`config.mk`:
```
export PLATFORM = sky130hd
export DESIGN_NAME = uart_rx
export DESIGN_NICKNAME = d
export VERILOG_FILES = /design/src/rtl/uart_rx.sv
export SDC_FILE = /design/constraint.sdc
export NUM_CORES = 1
export LEC_CHECK = 0
export CAP_MARGIN = 10
export CORE_UTILIZATION = 38
export DETAILED_ROUTE_END_ITERATION = 10
export PLACE_DENSITY_LB_ADDON = 0.3
export SYNTH_ARGS = -nofsm -noshare
export SYNTH_HDL_FRONTEND = slang
export SYNTH_SLANG_ARGS = --single-unit
export TNS_END_PERCENT = 5
```
`constraint.sdc`:
```
create_clock -name clk -period 1.8 [get_ports clk]
set_clock_uncertainty 0.2 [all_clocks]
set_input_delay 0.36 -clock clk [delete_from_list [all_inputs] [get_ports clk]]
set_output_delay 0.36 -clock clk [all_outputs]
set_load 0.02 [all_outputs]
```
`src/rtl/uart_rx.sv`:
```
// uart_rx: 16x-oversampled UART receiver with majority-vote bit sampling and a one-byte holding register.
// The rx_ack handshake clears rx_avail and rx_overrun. Define UART_RX_PARITY_EN for 8E1 frames plus rx_parity_err.
module uart_rx #(
    parameter int unsigned clk_freq       = 100000000,
    parameter int unsigned uart_baud_rate = 1152000
) (
    input  logic       clk,
    input  logic       rst,
    input  logic       uart_rxd,
    output logic [7:0] rx_data,
    output logic       rx_avail,
    input  logic       rx_ack,
    output logic       rx_error,
`ifdef UART_RX_PARITY_EN
    output logic       rx_parity_err,
`endif
    output logic       rx_overrun
);

    localparam int unsigned DIV_RAW = clk_freq / (uart_baud_rate * 16);
    localparam int unsigned DIVISOR = (DIV_RAW < 1) ? 1 : DIV_RAW;
    localparam int unsigned DW      = (DIVISOR > 1) ? $clog2(DIVISOR) : 1;

    typedef enum logic [2:0] {
        S_IDLE,
        S_START,
        S_DATA,
`ifdef UART_RX_PARITY_EN
        S_PARITY,
`endif
        S_STOP,
        S_BREAK
    } state_t;

    state_t        state_q, state_d;
    logic          rxd_meta_q, rxd_sync_q, rxd_prev_q;
    logic [DW-1:0] div_cnt_q, div_cnt_d;
    logic [3:0]    tick_cnt_q, tick_cnt_d;
    logic [2:0]    bit_idx_q, bit_idx_d;
    logic [7:0]    shift_q, shift_d;
    logic [1:0]    samp_q, samp_d;
    logic [7:0]    rx_data_q, rx_data_d;
    logic          rx_avail_q, rx_avail_d;
    logic          rx_error_q, rx_error_d;
    logic          rx_overrun_q, rx_overrun_d;
`ifdef UART_RX_PARITY_EN
    logic          parity_err_q, parity_err_d;
`endif

    logic tick;
    logic start_edge;
    logic mid_tick;
    logic majority;
    logic load;

    assign tick       = (div_cnt_q == DW'(DIVISOR - 1));
    assign start_edge = (state_q == S_IDLE) && rxd_prev_q && !rxd_sync_q;
    assign mid_tick   = tick && (tick_cnt_q == 4'd9);
    // Third vote is the live tick-9 sample; ticks 7 and 8 were captured earlier.
    assign majority   = (samp_q[0] & samp_q[1]) | (samp_q[0] & rxd_sync_q) | (samp_q[1] & rxd_sync_q);

    always_comb begin
        state_d      = state_q;
        div_cnt_d    = div_cnt_q;
        tick_cnt_d   = tick_cnt_q;
        bit_idx_d    = bit_idx_q;
        shift_d      = shift_q;
        samp_d       = samp_q;
        rx_data_d    = rx_data_q;
        rx_avail_d   = rx_avail_q;
        rx_overrun_d = rx_overrun_q;
        rx_error_d   = 1'b0;
        load         = 1'b0;
`ifdef UART_RX_PARITY_EN
        parity_err_d = 1'b0;
`endif

        // In BREAK the divider doubles as a "line has been high for one tick" timer.
        if (start_edge || (state_q == S_BREAK && !rxd_sync_q)) begin
            div_cnt_d = '0;
        end else if (tick) begin
            div_cnt_d = '0;
        end else begin
            div_cnt_d = div_cnt_q + DW'(1);
        end

        if (start_edge) begin
            tick_cnt_d = 4'd0;
        end else if (tick) begin
            tick_cnt_d = tick_cnt_q + 4'd1;
        end

        if (tick && tick_cnt_q == 4'd7) begin
            samp_d[0] = rxd_sync_q;
        end
        if (tick && tick_cnt_q == 4'd8) begin
            samp_d[1] = rxd_sync_q;
        end

        // Every state advances at mid-bit, so its own tick-9 sample lands one bit period later.
        case (state_q)
            S_IDLE: begin
                if (start_edge) begin
                    state_d = S_START;
                end
            end
            S_START: begin
                if (mid_tick) begin
                    if (majority) begin
                        state_d = S_IDLE;
                    end else begin
                        state_d   = S_DATA;
                        bit_idx_d = 3'd0;
                    end
                end
            end
            S_DATA: begin
                if (mid_tick) begin
                    shift_d   = {majority, shift_q[7:1]};
                    bit_idx_d = bit_idx_q + 3'd1;
                    if (bit_idx_q == 3'd7) begin
`ifdef UART_RX_PARITY_EN
                        state_d = S_PARITY;
`else
                        state_d = S_STOP;
`endif
                    end
                end
            end
`ifdef UART_RX_PARITY_EN
            S_PARITY: begin
                if (mid_tick) begin
                    parity_err_d = majority ^ (^shift_q);
                    state_d      = S_STOP;
                end
            end
`endif
            S_STOP: begin
                if (mid_tick) begin
                    if (majority) begin
                        load    = 1'b1;
                        state_d = S_IDLE;
                    end else begin
                        rx_error_d = 1'b1;
                        state_d    = S_BREAK;
                    end
                end
            end
            S_BREAK: begin
                if (tick && rxd_sync_q) begin
                    state_d = S_IDLE;
                end
            end
            default: begin
                state_d = S_IDLE;
            end
        endcase

        // A completing byte wins over a same-cycle ack; the ack then only cancels the overrun.
        if (load) begin
            rx_data_d  = shift_q;
            rx_avail_d = 1'b1;
        end else if (rx_ack) begin
            rx_avail_d = 1'b0;
        end

        if (rx_ack) begin
            rx_overrun_d = 1'b0;
        end else if (load && rx_avail_q) begin
            rx_overrun_d = 1'b1;
        end
    end

    always_ff @(posedge clk) begin
        if (rst) begin
            state_q      <= S_IDLE;
            rxd_meta_q   <= 1'b1;
            rxd_sync_q   <= 1'b1;
            rxd_prev_q   <= 1'b1;
            div_cnt_q    <= '0;
            tick_cnt_q   <= 4'd0;
            bit_idx_q    <= 3'd0;
            shift_q      <= 8'h00;
            samp_q       <= 2'b00;
            rx_data_q    <= 8'h00;
            rx_avail_q   <= 1'b0;
            rx_error_q   <= 1'b0;
            rx_overrun_q <= 1'b0;
`ifdef UART_RX_PARITY_EN
            parity_err_q <= 1'b0;
`endif
        end else begin
            state_q      <= state_d;
            rxd_meta_q   <= uart_rxd;
            rxd_sync_q   <= rxd_meta_q;
            rxd_prev_q   <= rxd_sync_q;
            div_cnt_q    <= div_cnt_d;
            tick_cnt_q   <= tick_cnt_d;
            bit_idx_q    <= bit_idx_d;
            shift_q      <= shift_d;
            samp_q       <= samp_d;
            rx_data_q    <= rx_data_d;
            rx_avail_q   <= rx_avail_d;
            rx_error_q   <= rx_error_d;
            rx_overrun_q <= rx_overrun_d;
`ifdef UART_RX_PARITY_EN
            parity_err_q <= parity_err_d;
`endif
        end
    end

    assign rx_data    = rx_data_q;
    assign rx_avail   = rx_avail_q;
    assign rx_error   = rx_error_q;
    assign rx_overrun = rx_overrun_q;
`ifdef UART_RX_PARITY_EN
    assign rx_parity_err = parity_err_q;
`endif

endmodule

```
==> parameters.txt <==
Parameter                              Value

Outcome
  Outcome    completed

Hold path
  Min-Delay Startpoint    rxd_meta_q
  Number of instances on the worst hold path    1
  End of the worst hold path    rxd_sync_q
  Class of the tightest hold or removal check    reg -> reg

Critical path
  Arrival time reported for the critical path endpoint    between 1 and 1.5 ns
  Cell-by-cell listing of the critical path    clkdlybuf4s50_1
  Number of buffers and inverters on the critical path    1
  Cells on worst reg2reg path    7
  Endpoint class of the critical path    primary output
  Required time at the endpoint of the critical path    about 1.2 ns
  Worst-path fanout max    1
  Slowest CP cell    clkdlybuf4s50_1
  Class of the most critical setup path    reg -> out
  Startpoint kind of the worst setup timing path    register
  Cell family with the largest share of critical-path delay    buffers and inverters
  Worst reg2reg path endpoint    rx_data[1]
  Worst stage delay on the critical path    ~0.59 ns
  Flop2flop setup slack    0.06 ns
  Worst flop-to-flop path startpoint    tick_cnt_q[1]

Yosys
  Total standard cell area after synthesis    around 0.0016 mm²
  Area share of xor/xnor cells in the synthesized design    approximately 2.2%
  Main combinational cell family by area after synthesis    simple AND/OR/NAND/NOR gates
  Synth unique cells    38
  Mux cell area share after synthesis    between 10 and 15%
  Area fraction in compound gates after synthesis    8.22%
  Synthesized instance count    around 160
  Simple-gate share of the synthesized area    21.6%
  Syn. warnings    0
  Adder-Cell Fraction of Synth Area    6.13%
  Total of flip-flops plus latches after synthesis    37
  Mapped Avg Cell Area    ~10 µm²
  Proportion of synthesized chip area in sequential cells    between 40% and 50%
  Total nets after synthesis    173

Floorplan
  Horizontal extent of the die    ~67 µm
  Core area    around 0.0040 mm²
  Initial standard-cell utilization of the core    40.0%
  Top-Level Pins    15
  Number of placement rows    23
  Total die area    0.00451 mm²
  Die span in y    67.1 µm

Routing
  Detailed Routing Iterations Pass 1    4
  Number of DRC markers after the initial detailed-route iteration    104
  Post-detailed-routing wire length    between 2000 and 3000 µm
  Via-to-Cell Ratio    4.97
  Detailed-route via count    ~1200
  Count of unresolved DRC violations after routing    0
  Number of routed nets with antenna violations    0
  Routed len/inst    about 13 µm

GRT
  Global routing usage summed across all routing layers    between 10% and 20%
  Number of global-route vias before repair    between 1000 and 1500
  Maximum number of pins on one net before global-route repair    20
  Antenna violations before repair    0
  Remaining Overflow, GRT    0
  First-pass GRT wire length    slightly above 5000 µm

Power and ir drop
  P per Cell Area    813 mW/mm²
  Total design power    between 1.5 and 2 mW
  Static leakage power    a little under 1 nW
  Maximum resistive drop on vdd    ~0.45 mV

Final layout
  Post-route cell area    roughly 0.0020 mm²
  Commonest non-fill, non-tap cells in the layout    dfxtp_1 (36), nor2_1 (29), mux2i_1 (17)
  Diodes inserted    0
  Layout cell share with drive strength beyond 1    19.3%
  Area delta synth->final    25.4%
  Final Net Count    between 150 and 200
  Most common library cell in the layout ignoring fill and taps    dfxtp_1

CTS
  TritonCTS clock tree    yes
  Number of levels the H-tree was split into    2
  Clock latency reported for the late side of the worst-skew pair    approximately 0.28 ns
  Clock root buffer    clkbuf_8
  Hold Buf Count CTS    0
  Post-CTS Setup Inserts    0
  Clock buffer count from CTS    5
  Clock-pin transition on the worst setup and hold timing paths    about 0.070 ns
  Number of clock sinks    37
  Clk buf depth    2

STA
  Total count of max-transition violations in the final report    0
  Final setup margin    about 0.055 ns
  Endpoints failing hold    0
  Worst slew margin    between 70 and 80%
  Final cycle utilization of the critical path    around 97%
  Clock period minus final worst setup slack    around 1.7 ns
  Tightest Pin Transition    ~0.34 ns
  Final setup violating endpoints    0
  RSZ-0062 raised after global routing    true
  Max Freq    0.573 GHz

Run
  Max-cap violations    0

Placement
  Pre-CTS worst setup slack    approximately 0.0017 ns
  Placed inst area    around 0.0019 mm²
  Routability Congestion    around 0.8
  Final HPWL DP    2180 µm
  Count of buffers from port buffering    14
[cells in the mapped netlist, drive strengths merged]
| cell type | n | area, µm² |
|---|---|---|
| dfxtp | 37 | 741 |
| nor2 | 29 | 109 |
| mux2i | 18 | 180 |
| nand2 | 10 | 37.5 |
| ha | 7 | 87.6 |
| inv | 6 | 22.5 |
| a21oi | 5 | 25.0 |
| buf | 5 | 42.5 |
| a211oi | 4 | 40.0 |
| nand3 | 4 | 30.0 |
| o21ai | 4 | 20.0 |
| clkbuf | 3 | 11.3 |
| nand2b | 3 | 18.8 |
| or2 | 3 | 18.8 |
| and3b | 2 | 18.8 |
| nand4 | 2 | 12.5 |
| nand4b | 2 | 17.5 |
| nor4 | 2 | 33.8 |
| o21a | 2 | 15.0 |
| xnor2 | 2 | 17.5 |
| xor2 | 2 | 17.5 |
| a31o | 1 | 8.76 |
| a32oi | 1 | 16.3 |
| and2 | 1 | 6.26 |
| and3 | 1 | 6.26 |
| maj3 | 1 | 11.3 |
| nand3b | 1 | 20.0 |
| nor3 | 1 | 5.00 |
| o21bai | 1 | 7.51 |
| or3 | 1 | 6.26 |
| or3b | 1 | 8.76 |
[registers in the layout, indices dropped and copies added (netlist names)]
| register | cells |
|---|---|
| samp_q | 2 |
| bit_idx_q | 3 |
| state_q | 3 |
| rx_error | 1 |
| tick_cnt_q | 4 |
| rx_avail | 1 |
| rxd_prev_q | 1 |
| rxd_sync_q | 1 |
| div_cnt_q | 3 |
| rxd_meta_q | 1 |
| shift_q | 8 |
| rx_data | 8 |
| rx_overrun | 1 |
[per-stage QoR]
stage / utilization (%) / hold slack, ns / instances / setup TNS (ns)
after detailed placement: 46.4 / 0.193 / 229 / 0
after floorplan: - / 0.183 / 162 / 0
after global routing: 50.2 / 0.224 / 237 / -0.0326
final: 50.2 / 0.207 / 237 / 0
after CTS: 49.2 / 0.211 / 237 / 0
after global placement: 46.4 / 0.195 / 229 / 0
[layout make-up]
class / instances / area, µm²
tap: 50 / 62.6
fill: 375 / 2010
clock inverter: 3 / 46.3
clock buffer: 5 / 68.8
inverter: 6 / 22.5
timing repair buffer: 25 / 265
sequential: 37 / 742
multi-input combinational: 111 / 815
[worst max path at each step]
stage / slack [ns] / depth (start not counted) / from / end
after floorplan: 0.08 / 6 / tick_cnt_q[0] / shift_q[7]
after global placement: 0.04 / 3 / rst / state_q[2]
after detailed placement: 0.002 / 7 / div_cnt_q[0] / rx_data[1]
after CTS: 0.0005 / 1 / rx_data[2] / rx_data[2]
after global routing: -0.01 / 7 / tick_cnt_q[1] / rx_data[4]
final: 0.05 / 1 / rx_error / rx_error
[power by group]
part | total [mW] | internal, mW | switching [mW]
combinational | 0.0889 | 0.0416 | 0.0473
clock | 0.709 | 0.414 | 0.295
sequential | 0.847 | 0.832 | 0.0149
total | 1.64 | 1.29 | 0.357
[cells by family (layout without fill, tap and decap cells)]
logic type,count (synthesis),count (layout)
muxes,18,18
adders and majority gates,8,8
xor gates and xnor gates,4,4
AOI/OAI and AO/OA,18,18
buffers and inverters,14,39
and+or+nand+nor,63,63
DFF,37,37
[layer usage]
| layer | GRT usage [%] | wire [µm] |
|---|---|---|
| met2 | 25.8 | 1500 |
| met1 | 17.9 | 1350 |
| met5 | 0 | 0 |
| met3 | 3.89 | 103 |
| met4 | 7.18 | 29 |
[timing repair]
action	4_1_cts	5_1_grt
pin swaps	0	3
resized for setup	3	15
endpoints found under the setup margin	3	25
(Power assumes the default switching activity.)
